### src/rtl/vote_input_conditioner.sv
// rtl/vote_input_conditioner.sv - debounced, one-vote-per-press candidate button conditioner
module vote_input_conditioner #(
  parameter int HOLD_CYCLES = 10
) (
  input  logic       clock,
  input  logic       reset,
  input  logic       mode,
  input  logic       button1,
  input  logic       button2,
  input  logic       button3,
  input  logic       button4,
  output logic [3:0] vote_pulse,
  output logic       multi_press_err,
  output logic       busy
);

  typedef enum logic [1:0] {IDLE, QUALIFY, FIRE, WAIT_RELEASE} state_t;

  localparam logic [7:0] HOLD = 8'(HOLD_CYCLES);

  logic [3:0] sync1_q, btn_s;
  state_t     state_q, state_d;
  logic [7:0] cnt_q, cnt_d;
  logic [3:0] sel_q, sel_d;
  logic       rel_q, rel_d;
  logic       blk_q, blk_d;
  logic [3:0] vote_q, vote_d;
  logic       err_q, err_d;
  logic       btn_onehot, btn_multi, btn_none;

  assign btn_onehot = $onehot(btn_s);
  assign btn_none   = (btn_s == 4'b0000);
  assign btn_multi  = !btn_none && !btn_onehot;

  always_comb begin
    state_d = state_q;
    cnt_d   = cnt_q;
    sel_d   = sel_q;
    rel_d   = rel_q;
    vote_d  = 4'b0000;
    err_d   = 1'b0;
    // A button held across result mode must be released before it can vote.
    blk_d   = !btn_none && (blk_q || mode);
    case (state_q)
      IDLE: begin
        if (!mode && !blk_q) begin
          if (btn_onehot) begin
            sel_d   = btn_s;
            cnt_d   = 8'd1;
            state_d = QUALIFY;
          end else if (btn_multi) begin
            err_d   = 1'b1;
            rel_d   = 1'b0;
            state_d = WAIT_RELEASE;
          end
        end
      end
      QUALIFY: begin
        if (btn_none) begin
          state_d = IDLE;
        end else if (mode) begin
          rel_d   = 1'b0;
          state_d = WAIT_RELEASE;
        end else if (btn_s != sel_q) begin
          err_d   = 1'b1;
          rel_d   = 1'b0;
          state_d = WAIT_RELEASE;
        end else begin
          if (cnt_q < HOLD) cnt_d = cnt_q + 8'd1;
          // Pulse is registered on the entry into FIRE so it is high exactly while in FIRE.
          if (cnt_q + 8'd1 >= HOLD) begin
            vote_d  = sel_q;
            state_d = FIRE;
          end
        end
      end
      FIRE: begin
        rel_d   = 1'b0;
        state_d = WAIT_RELEASE;
      end
      WAIT_RELEASE: begin
        if (btn_none) begin
          if (rel_q) state_d = IDLE;
          rel_d = 1'b1;
        end else begin
          rel_d = 1'b0;
        end
      end
      default: state_d = IDLE;
    endcase
  end

  always_ff @(posedge clock or posedge reset) begin
    if (reset) begin
      sync1_q <= 4'b0000;
      btn_s   <= 4'b0000;
      state_q <= IDLE;
      cnt_q   <= 8'd0;
      sel_q   <= 4'b0000;
      rel_q   <= 1'b0;
      blk_q   <= 1'b0;
      vote_q  <= 4'b0000;
      err_q   <= 1'b0;
    end else begin
      sync1_q <= {button4, button3, button2, button1};
      btn_s   <= sync1_q;
      state_q <= state_d;
      cnt_q   <= cnt_d;
      sel_q   <= sel_d;
      rel_q   <= rel_d;
      blk_q   <= blk_d;
      vote_q  <= vote_d;
      err_q   <= err_d;
    end
  end

  assign vote_pulse      = vote_q;
  assign multi_press_err = err_q;
  assign busy            = (state_q != IDLE);

endmodule
### config.mk
export PLATFORM = sky130hd
export DESIGN_NAME = vote_input_conditioner
export DESIGN_NICKNAME = d
export VERILOG_FILES = /design/src/rtl/vote_input_conditioner.sv
export SDC_FILE = /design/constraint.sdc
export NUM_CORES = 1
export LEC_CHECK = 0
export CAP_MARGIN = 10
export CORE_MARGIN = 4
export CORE_UTILIZATION = 50
export CTS_CLUSTER_DIAMETER = 200
export DETAILED_ROUTE_END_ITERATION = 10
export HOLD_SLACK_MARGIN = 0.06
export PLACE_DENSITY = 0.74
export SLEW_MARGIN = 10
export SYNTH_ARGS = -nofsm -noshare
export SYNTH_HDL_FRONTEND = slang
export SYNTH_SLANG_ARGS = --single-unit
### constraint.sdc
create_clock -name clock -period 2.3 [get_ports clock]
set_input_delay 0.575 -clock clock [delete_from_list [all_inputs] [get_ports clock]]
set_output_delay 0.575 -clock clock [all_outputs]
set_load 0.03 [all_outputs]
Word-level counts from Yosys, hierarchy flattened
Cells that the tools add are included.
{"block": "word_totals", "ff_bits": 29, "in_bits": 7, "out_inout_bits": 6}
{"block": "op_classes", "add_sub_neg": 4, "magnitude_cmp": 2, "n_eq_ne": 18, "muxes": 37, "reduce_logical": 16}
{"operator": "$mux W8", "n": 6}
{"operator": "$mux W4", "n": 5}
{"operator": "$ne A2 B2 Y1 const B", "n": 10}
{"operator": "$mux W2", "n": 9}
{"operator": "$pmux W8 S2", "n": 1}
{"operator": "$mux W1", "n": 13}
{"operator": "$reduce_and A5 Y1", "n": 2}
{"operator": "$add A8 B1 Y8 const B", "n": 1}
{"operator": "$ge A8 B4 Y1 const B", "n": 1}
{"operator": "$lt A8 B4 Y1 const B", "n": 1}
{"operator": "$pmux W2 S4", "n": 1}
{"operator": "$reduce_and A7 Y1", "n": 1}
{"operator": "$ne A3 B3 Y1 const B", "n": 2}
{"operator": "$ne A5 B5 Y1 const B", "n": 1}
{"operator": "$add A1 B1 Y2", "n": 2}
{"operator": "$eq A2 B2 Y1 const B", "n": 2}
{"operator": "$logic_not A1 Y1", "n": 4}
{"operator": "$logic_not A4 Y1", "n": 1}
{"operator": "$ne A4 B4 Y1", "n": 1}
{"operator": "$pmux W1 S4", "n": 1}
{"operator": "$reduce_bool A2 Y1", "n": 2}
{"operator": "$add A2 B2 Y3", "n": 1}
{"operator": "$eq A3 B1 Y1 const B", "n": 1}
{"operator": "$logic_and A1 B1 Y1", "n": 3}
{"operator": "other kinds (5)", "n": 5}

Depth between registers and ports, before layout
{"block": "depth", "depth_word": 9, "mapped_depth": 10, "ltp_nobuf": 10}

Worst setup path before layout
Ideal clock, no wire load.
{"block": "synth_timing", "path_type": "register -> register", "start": "register btn_s[0]", "end": "register cnt_q[0]", "setup_ns": 0.125, "arrival_time_ns": 2.280, "t_required_ns": 2.175, "slack_ns": -0.105, "stages_incl_launch_ff": 11, "path_buffers": 0, "period_less_slack_ns": 2.405, "path_cell_list": "dfrtp_1 inv_1 fa_1 inv_1 ha_1 ha_1 nor3b_2 nand3_2 nand2_1 nand2_2 mux2_4"}
{"block": "synth_between", "elab_chain_cells": 5, "elab_cells_between_ends": 9, "cone_classes": "add/sub: 2; eq/ne: 5; reduce/logical: 2"}
{"item": "start: declaration", "line": "21", "source": "logic [3:0] sync1_q, btn_s;"}
{"item": "start signal: assignment", "line": "106", "source": "btn_s <= sync1_q;"}
{"item": "$add A1 B1 Y2 (not written as such)", "line": "31", "source": "assign btn_onehot = $onehot(btn_s);"}
{"item": "$add A2 B2 Y3 (not written as such)", "line": "31"}
{"item": "$eq A3 B1 Y1", "line": "31"}
{"item": "$ne A2 B2 Y1 (no source line)"}
{"item": "$reduce_and A7 Y1 (no source line) *"}
{"item": "end signal: assignment", "line": "108", "source": "cnt_q <= cnt_d;"}
{"item": "end: declaration", "line": "23", "source": "logic [7:0] cnt_q, cnt_d;"}
Every way passes the cells marked *; elsewhere a longest branch is shown, timed or not.
A chain may end at the register's enable or synchronous reset.

Final worst setup path
{"block": "layout_timing", "start": "register btn_s[0]", "end": "register cnt_q[3]"}
The elaborated chain is that of the path after synthesis.

==> out/qor.yml <==
route:
  dr_wl_met3_um: 173
  first_pass_iters: 4
  routed_wirelength_mm: 2.75
  routedWlPerCell_um: 15.2
  first_iter_violations: 26
  highest_layer: "met4"
  via_per_inst: 5.59
  dr_wl_met2_mm: 1.26
  drcViolationCount: 0
  ant_nets: 0
  m1WireLength_mm: 1.26
  dr_total_vias: 1012
yosys:
  synth.distinct_cells: 37
  synth.cells.most_frequent: "dfrtp_1 (29), inv_1 (12), nand2_1 (8), o21ai_0 (8)"
  ys_ff_latch: 29
  yosysTopAreaCell: "dfrtp_1"
  synth_warnings: 0
  synth_area_leaders: "dfrtp_1 (52%), ha_1 (4.4%), inv_1 (3.2%)"
  netlist_instances: 121
  avgSynthCellArea_um2: 11.6
  netlist_area_mm2: 0.00141
  synth_edf_count: 0
  async_reset_ff_frac: 1.00
  synth_ff_type: "dfrtp_1"
  yosysTopAreaCellShare: 0.516
  yosysMostFrequentCell: "dfrtp_1"
  ys_seq_area_frac: 0.516
  syn_nets: 134
finish:
  fill_cells: 180
  regArea_um2: 726
  area_growth_syn_to_layout_pct: 25.8
  multiInputGateArea_um2: 678
  antenna_cells: 0
  nets: 163
  drive_gt1_frac: 0.278
  stdcell_count: 181
  design_area_mm2: 0.00177
  post-route-util: 0.689
sta:
  setup_viol: 4
  slew_violations: 0
  finalCriticalPeriod_ns: 2.33
  finalCritPeriodShare: 1.01
  slew_headroom: 0.676
  fmax_mhz: 429
  finClkSkew_ns: 0.00645
  setup-tns-final_ns: -0.0673
  hold_viol: 0
  fin_ws_ns: -0.0283
  whs_ns: 0.355
  rsz0062_at_grt: "true"
  worstMarginPinSlew_ns: 0.483
worst_setup_path:
  crit_arrival_ns: 2.53
  crit_required_ns: 2.50
  cp-startpoint: "btn_s[0]"
  crit_slowest_cell: "fa_1"
  cp_num_buf_inv: 2
  critPathKind: "reg2reg"
  reg2reg_from: "btn_s[0]"
  critPathMaxFanout: 7
  critPathMaxStageDelay_ns: 0.55
  path_delay_family: "adder cells"
  worst_setup_path_end_kind: "register"
  cp-start-kind: "register"
  crit_chain: "inv_2 > fa_1 > inv_2 > ha_4 > ha_4 > nor3b_4 > nand3_4 > a22oi_4 > o22ai_2"
placement:
  io_buffers: 12
  place_ws_ns: -0.0179
  placed_area_mm2: 0.00164
  dpl.cell_count: 169
  gp_congestion: 0.920
  dpl.hpwl_mm: 1.91
global_route:
  grt.total_usage: 0.172
  antenna_found_initial: 0
  grt_pass1_vias: 965
  grt_pass1_wl_mm: 4.57
  gr-total-overflow: 0
  grt_max_degree: 30
power:
  powerDensity_mw_per_mm2: 572
  sw_frac_of_total: 0.252
  pwr-share-clk: 0.352
  pwr-share-seq: 0.531
  p_total_mw: 1.01
  peakVddDrop_mv: 0.607
  power.switching_uw: 255
  p_leak_nw: 0.779
  intPower_uw: 757
  power_frac_comb: 0.118
clock_network:
  clock_latency_ns: 0.33
  numCtsBuffers: 5
  clk_pin_slew_worst_paths_ns: 0.09
  cts_hold_buf: 0
  cts-root-buf: "clkbuf_4"
  clock_sinks: 29
  htreeDepth: 2
  clk_path_buf_depth: 2
  cts_tree: "done"
run_status:
  violations: "negative setup slack"
  status: "complete, but fails checks"
worst_hold_path:
  hp-start: "sync1_q[2]"
  hold_path.class: "reg2reg"
run:
  drv_cap: 0
floorplanning:
  core_area_mm2: 0.00257
  pin_count: 13
  placement_rows: 18
  die_width_um: 61.0
  die_h_um: 61.0
  die_area_mm2: 0.00373
  start_util: 0.548
path summary, 6_finish.rpt:
kind                            slack, ns  endpoint  cells after the start
worst max-delay path                -0.03  cnt_q[3]                      9
worst min-delay path                 0.35  btn_s[2]                      0
worst max register to register      -0.03  cnt_q[3]                      9
worst min register to register       0.35  btn_s[2]                      0
max in group asynchronous            1.43  cnt_q[3]                      3
min in group asynchronous            0.61     blk_q                      3
power groups by stage:
stage	sequential [mW]	combinational (mW)	clock [mW]
floorplan	0.544	0.0733	0
global placement	0.545	0.103	0
detailed placement	0.546	0.108	0
CTS	0.536	0.111	0.366
global route	0.539	0.133	0.391
finish	0.537	0.119	0.356
placed cells by master (no fill, tap or decap), drive strengths merged:
cell type | Yosys | layout
a21oi | 2 | 2
nand4 | 3 | 3
nor2b | 5 | 5
and3 | 5 | 5
nand2b | 1 | 1
nand3 | 3 | 3
o21ai | 10 | 10
a31oi | 2 | 2
nor3b | 3 | 3
nor3 | 2 | 2
xnor2 | 5 | 5
dfrtp | 29 | 29
nor4 | 2 | 2
o2bb2ai | 2 | 2
a2111oi | 1 | 1
mux2 | 2 | 2
nand3b | 1 | 1
nor2 | 6 | 6
dlymetal6s2s | 0 | 1
a32o | 1 | 1
clkdlybuf4s50 | 0 | 11
a22oi | 2 | 2
inv | 12 | 12
clkbuf | 0 | 7
or3b | 1 | 1
nand2 | 9 | 9
ha | 5 | 5
fa | 1 | 1
buf | 1 | 11
o21a | 1 | 1
o22ai | 3 | 3
clkinv | 0 | 1
a32oi | 1 | 1
worst register-to-register path, stage by stage, from the launching register on:
cell and delay [ns]:
dfrtp_1 0.36, inv_2 0.06, fa_1 0.55, inv_2 0.05, ha_4 0.16, ha_4 0.21
nor3b_4 0.25, nand3_4 0.13, a22oi_4 0.31, o22ai_2 0.12
area by class of cell:
type                            count  share of cell area
Tap cell                           30              0.0212
Timing Repair Buffer               23               0.120
Multi-Input combinational cell     79               0.383
Clock inverter                      1             0.00283
Clock buffer                        7              0.0368
Sequential cell                    29               0.410
Inverter                           12              0.0255
logic make-up after synthesis:
logic type	after synthesis	share of synthesized area
simple gates	41	0.213
flops	29	0.516
compound gates	25	0.123
buf+inv	13	0.0400
fa+ha+maj	6	0.0587
xor+xnor	5	0.0311
mux	2	0.0187
layer usage:
metal / up-vias / GRT usage
met5: - / 0
met4: 0 / 0.0712
met3: 8 / 0.0629
met2: 37 / 0.261
met1: 484 / 0.224
li1: 483 / -
repair_timing:
action | 4_1_cts | 5_1_grt
endpoints found under the hold margin | 0 | 0
buffers inserted | 1 | 3
endpoints found under the setup margin | 4 | 16
gates resized for setup | 2 | 8
pin swaps | 1 | 6
sequential cells by signal, indices dropped and copies added, names as in the netlist:
register / flops
rel_q: 1
sync1_q: 4
blk_q: 1
btn_s: 4
cnt_q: 8
multi_press_err: 1
sel_q: 4
state_q: 2
vote_pulse: 4
No activity file was read; power rests on OpenSTA's default activity.
